--- src/rtl/pipe_ctrl.sv ---
// pipe_ctrl: hazard control, processor status and run/halt/timeout FSM for a
// five-stage Y86-64 pipeline, plus saturating performance counters.
module pipe_ctrl #(
  parameter int CNT_W      = 32,
  parameter int MAX_CYCLES = 1000
) (
  input  logic             clk,
  input  logic             rst,
  input  logic [3:0]       D_icode,
  input  logic [3:0]       E_icode,
  input  logic [3:0]       M_icode,
  input  logic [3:0]       d_srcA,
  input  logic [3:0]       d_srcB,
  input  logic [3:0]       E_dstM,
  input  logic             e_cnd,
  input  logic [2:0]       m_stat,
  input  logic [2:0]       W_stat,
  input  logic             W_valid,
  output logic             F_stall,
  output logic             D_stall,
  output logic             D_bubble,
  output logic             E_bubble,
  output logic             M_bubble,
  output logic             W_stall,
  output logic             set_cc,
  output logic [2:0]       proc_stat,
  output logic             halted,
  output logic             timeout,
  output logic [CNT_W-1:0] cycle_cnt,
  output logic [CNT_W-1:0] retired_cnt,
  output logic [CNT_W-1:0] lu_stall_cnt,
  output logic [CNT_W-1:0] mispred_cnt,
  output logic [CNT_W-1:0] ret_cnt
);

  // Status encodings
  localparam logic [2:0] STAT_AOK = 3'd1;
  localparam logic [2:0] STAT_HLT = 3'd2;
  localparam logic [2:0] STAT_ADR = 3'd3;
  localparam logic [2:0] STAT_INS = 3'd4;

  // Instruction codes
  localparam logic [3:0] I_MRMOVQ = 4'h5;
  localparam logic [3:0] I_OPQ    = 4'h6;
  localparam logic [3:0] I_JXX    = 4'h7;
  localparam logic [3:0] I_RET    = 4'h9;
  localparam logic [3:0] I_POPQ   = 4'hB;
  localparam logic [3:0] R_NONE   = 4'hF;

  // Counter slot indices inside the counter array
  localparam int C_CYCLE   = 0;
  localparam int C_RETIRED = 1;
  localparam int C_LU      = 2;
  localparam int C_MP      = 3;
  localparam int C_RET     = 4;
  localparam int N_CNT     = 5;

  // Last cycle_cnt value that is still allowed to run; the edge that leaves
  // this value is the one that trips the watchdog.
  localparam logic [CNT_W-1:0] WD_LAST  = CNT_W'(MAX_CYCLES - 1);
  localparam bit               WD_ON    = (MAX_CYCLES != 0);

  typedef enum logic [1:0] {
    S_RUN     = 2'd0,
    S_HALTED  = 2'd1,
    S_TIMEOUT = 2'd2
  } state_t;

  state_t           state_q;
  logic [2:0]       stat_q;
  logic             halted_q;
  logic             timeout_q;

  logic             lu;
  logic             mp;
  logic             rt;
  logic             mx;
  logic             wx;
  logic             in_run;
  logic             wd_hit;

  logic [CNT_W-1:0] cnt_q [N_CNT];
  logic [N_CNT-1:0] cnt_inc;

  // True when a status code denotes an exception/halt condition.
  function automatic logic is_exc(input logic [2:0] s);
    return (s == STAT_HLT) || (s == STAT_ADR) || (s == STAT_INS);
  endfunction

  // Hazard detection terms, purely from the current pipeline-register contents.
  always_comb begin
    lu = ((E_icode == I_MRMOVQ) || (E_icode == I_POPQ)) &&
         (E_dstM != R_NONE) &&
         ((E_dstM == d_srcA) || (E_dstM == d_srcB));
    mp = (E_icode == I_JXX) && !e_cnd;
    rt = (D_icode == I_RET) || (E_icode == I_RET) || (M_icode == I_RET);
    mx = is_exc(m_stat);
    wx = is_exc(W_stat);
  end

  assign in_run = (state_q == S_RUN);
  assign wd_hit = WD_ON && (cnt_q[C_CYCLE] == WD_LAST);

  // Pipeline controls: reset and the stopped states freeze/flush everything,
  // otherwise the hazard equations drive the stage registers.
  always_comb begin
    F_stall  = lu || rt;
    D_stall  = lu;
    D_bubble = mp || (!lu && rt);
    E_bubble = mp || lu;
    M_bubble = mx || wx;
    W_stall  = wx;
    set_cc   = (E_icode == I_OPQ) && !mx && !wx;
    if (rst) begin
      F_stall  = 1'b0;
      D_stall  = 1'b0;
      D_bubble = 1'b1;
      E_bubble = 1'b1;
      M_bubble = 1'b1;
      W_stall  = 1'b0;
      set_cc   = 1'b0;
    end else if (!in_run) begin
      F_stall  = 1'b1;
      D_stall  = 1'b1;
      D_bubble = 1'b0;
      E_bubble = 1'b1;
      M_bubble = 1'b1;
      W_stall  = 1'b1;
      set_cc   = 1'b0;
    end
  end

  // Counter increment requests; W_stall is the RUN-state value (wx) here
  // because counters only move in RUN.
  always_comb begin
    cnt_inc          = '0;
    cnt_inc[C_CYCLE]   = 1'b1;
    cnt_inc[C_RETIRED] = W_valid && (W_stat == STAT_AOK) && !wx;
    cnt_inc[C_LU]      = lu;
    cnt_inc[C_MP]      = mp;
    cnt_inc[C_RET]     = rt && !lu;
  end

  // Run/halt/timeout FSM with registered status flags; a halt seen on the
  // same edge as the watchdog expiry takes priority.
  always_ff @(posedge clk) begin
    if (rst) begin
      state_q   <= S_RUN;
      stat_q    <= STAT_AOK;
      halted_q  <= 1'b0;
      timeout_q <= 1'b0;
    end else begin
      case (state_q)
        S_RUN: begin
          if (wx) begin
            state_q  <= S_HALTED;
            stat_q   <= W_stat;
            halted_q <= 1'b1;
          end else if (wd_hit) begin
            state_q   <= S_TIMEOUT;
            halted_q  <= 1'b1;
            timeout_q <= 1'b1;
          end
        end
        S_HALTED, S_TIMEOUT: begin
          state_q <= state_q;
        end
        default: begin
          state_q   <= S_RUN;
          halted_q  <= 1'b0;
          timeout_q <= 1'b0;
        end
      endcase
    end
  end

  // One saturating counter per event; counting stops outside RUN.
  for (genvar gi = 0; gi < N_CNT; gi++) begin : g_cnt
    always_ff @(posedge clk) begin
      if (rst) begin
        cnt_q[gi] <= '0;
      end else if (in_run && cnt_inc[gi] && (cnt_q[gi] != {CNT_W{1'b1}})) begin
        cnt_q[gi] <= cnt_q[gi] + 1'b1;
      end
    end
  end

  assign proc_stat    = stat_q;
  assign halted       = halted_q;
  assign timeout      = timeout_q;
  assign cycle_cnt    = cnt_q[C_CYCLE];
  assign retired_cnt  = cnt_q[C_RETIRED];
  assign lu_stall_cnt = cnt_q[C_LU];
  assign mispred_cnt  = cnt_q[C_MP];
  assign ret_cnt      = cnt_q[C_RET];

endmodule

--- config.mk ---
export PLATFORM = sky130hd
export DESIGN_NAME = pipe_ctrl
export DESIGN_NICKNAME = d
export VERILOG_FILES = /design/src/rtl/pipe_ctrl.sv
export SDC_FILE = /design/constraint.sdc
export NUM_CORES = 1
export LEC_CHECK = 0
export ABC_AREA = 1
export CAP_MARGIN = 20
export CELL_PAD_IN_SITES_DETAIL_PLACEMENT = 1
export CELL_PAD_IN_SITES_GLOBAL_PLACEMENT = 1
export CORE_MARGIN = 10
export CORE_UTILIZATION = 39
export DETAILED_ROUTE_END_ITERATION = 16
export GPL_TIMING_DRIVEN = 0
export PLACE_DENSITY = 0.83
export SYNTH_ARGS = -nofsm -noshare
export SYNTH_HDL_FRONTEND = slang
export SYNTH_SLANG_ARGS = --single-unit
--- constraint.sdc ---
create_clock -name clk -period 5.1 [get_ports clk]
set_input_delay 1.02 -clock clk [delete_from_list [all_inputs] [get_ports clk]]
set_output_delay 1.02 -clock clk [all_outputs]
set_load 0.03 [all_outputs]
==> run_results.csv <==
group,metric,value,unit
clock_tree,cts_resized,0,
power,internal-power,0.00254,W
timing,period_share,0.854,
synthesis,syn_inst,1368,
clock_tree,clock_path_buffers,2,
floorplan,core_area,27000,sq um
global_routing,grt_pass1_wl,57.8,mm
power,power_frac_clock,0.343,
timing,report.final.slew_viol_count,0,
power,pwr-share-comb,0.187,
drt,routed_wl,36.6,mm
clock_tree,cts_tree,"done",
synthesis,synth_nets,1408,
drt,antenna_left,0,
drt,vias_per_cell,5.24,
placement,numPortBuffers,205,
setup_path,ff2ff_setup_slack,2090,ps
clock_tree,htreeDepth,4,
min_path,min-delay-path-class,"reg2reg",
timing,rsz0062_at_grt,"no",
setup_path,criticalPathCategory,"in2out",
placement,place_area,13400,sq um
final_layout,syn2layout_area_growth,29.6,%
global_routing,grt_antenna_before_repair,0,
setup_path,start_kind,"input pin",
global_routing,met3_usage,0.0409,
synthesis,synth.yosys.warnings,0,
floorplan,die-area,34600,sq um
timing,fin_skew,16.8,ps
global_routing,grt_pass1_vias,10769,
global_routing,grt_max_degree,22,
drt,drt_drc_violations_left,0,
clock_tree,root_buffer,"clkbuf_16",
clock_tree,clk_latency,430,ps
floorplan,pin_count,206,
synthesis,synth_edf_count,160,
final_layout,fin_area,13900,sq um
job,timing.max_cap.violations,0,
clock_tree,postCtsSetupBuffers,0,
power,power_density,264,nW/um^2
timing,fmax,230,MHz
final_layout,final_cells,1951,
power,leakage,4.97,nW
global_routing,use_met2,0.373,
timing,finalSetupViolCount,0,
power,p_sw,0.00113,W
drt,dr.pass1.iters,5,
power,swShare,0.308,
setup_path,endpoint_kind,"output port",
final_layout,antenna_cells,0,
power,ir_worst_vdd,0.162,mV
placement,hpwl,29.4,mm
floorplan,start_util,0.397,
global_routing,grt_usage,0.211,
synthesis,ys_ff_latch,167,
timing,worst_pin_slew,743,ps
power,power_frac_seq,0.470,
synthesis,yosysTopAreaCell,"edfxtp_1",
placement,placed_cells,1919,
setup_path,required,4080,ps
synthesis,ys_seq_area_frac,0.461,
final_layout,num-nets-final,1637,
floorplan,die_h,186,microns
global_routing,grtUsageMet1,0.260,
placement,place.gp.congestion,0.897,
synthesis,ys_top_cells_by_area,"edfxtp_1 45%, nand2_1 13%, nor2_1 8.7%",
clock_tree,cts_buffers,17,
final_layout,drive_gt1_frac,0.0640,
timing,slew_headroom,0.503,
setup_path,cp.arrival,3340,ps
drt,vias,10221,
final_layout,final_cell_mix,"358 x nand2_1, 249 x nor2_1, 205 x clkdlybuf4s50_1",
timing,finalHoldViolations,0,
clock_tree,cts.clk_slew.worst_paths,60,ps
floorplan,die_x,186,microns
final_layout,final_common_cell,"nand2_1",
floorplan,placementRows,60,
clock_tree,hold_buffers,0,
setup_path,crit_fanout,10,
drt,drtIter0Drc,565,
synthesis,async_flop_share,0,
synthesis,synth_area,10700,sq um
global_routing,grt_busiest_layer,"met2",
clock_tree,cts_num_sinks,167,
status,outcome,"finished, final reports clean",
global_routing,gr-total-overflow,0,
synthesis,synth_top_cell_area_share,0.448,
synthesis,synthDistinctLibCells,37,
synthesis,synth_area_per_cell,7.84,sq um
drt,wl_per_cell,18.7,microns
synthesis,synth_ff_type,"edfxtp_1",
timing,finalCriticalPeriod,4360,ps
## worst max-delay path: stages
cell             delay, ps
clkdlybuf4s50_1        520
clkinv_1               390
clkbuf_1               450
nand3b_1               200
clkdlybuf4s50_1        740
## kinds of logic (layout without fill, tap and decap cells)
logic type,after synthesis,in the layout,share of synthesized area
simple gates,862,862,0.355
fa+ha+maj,6,6,0.00700
buf+inv,177,419,0.0708
flops,167,167,0.461
compound gates,60,60,0.0283
xor+xnor,96,96,0.0783
## metal layers
metal / wire length (microns) / part of all wire
met5: 0 / 0
met4: 341 / 0.0093
met3: 1910 / 0.052
met2: 18200 / 0.50
met1: 16100 / 0.44
## worst paths after layout
kind	startpoint	to	cells past startpoint
min reg2reg	proc_stat[0]$_SDFFE_PP1P_	proc_stat[0]$_SDFFE_PP1P_	2
max reg2reg	cnt_q[4][0]$_SDFFCE_PN0P_	cnt_q[4][7]$_SDFFCE_PN0P_	10
max	rst	D_bubble	5
min	proc_stat[0]$_SDFFE_PP1P_	proc_stat[0]$_SDFFE_PP1P_	2
## stage by stage
step           power, W   util  hold slack, ps  TNS, ps  setup slack [ps]
3_5_place_dp    0.00245  0.494             451        0               656
2_1_floorplan   0.00211      -             435        0               800
4_1_cts         0.00371  0.515             471        0               644
6_report        0.00367  0.515             467        0               744
3_3_place_gp    0.00242  0.489             444   -30520              -955
5_1_grt         0.00383  0.515             486        0               603
## sequential cells by signal, summed over array words and instances (netlist names)
signal,flops
cnt_q,160
halted,1
proc_stat,3
state_q,2
timeout,1
## power by group through the flow
stage | sequential, W | combinational [W] | clock (W)
floorplan | 0.00189 | 0.000217 | 0
CTS | 0.00173 | 0.000698 | 0.00129
global placement | 0.00176 | 0.000660 | 0
global route | 0.00174 | 0.000742 | 0.00135
finish | 0.00173 | 0.000688 | 0.00126
detailed placement | 0.00175 | 0.000694 | 0
## cells in the mapped netlist (7+ instances only)
cell	count
a21oi_1	45
buf_6	8
dfxtp_1	7
edfxtp_1	160
inv_1	155
nand2_1	358
nand3_1	66
nand3_2	8
nand3b_1	18
nand4_1	28
nor2_1	249
nor2_2	26
nor3_1	73
o21ai_0	13
xnor2_1	34
xor2_1	62
## layout make-up
cell class,count,area (sq um)
buffer,21,174
multi-input combinational,1024,5040
tap,341,427
fill,3353,13100
timing repair buffer,210,2190
sequential,167,4940
clock inverter,14,125
clock buffer,18,429
inverter,156,586
Power figures use the tool's default switching activity.
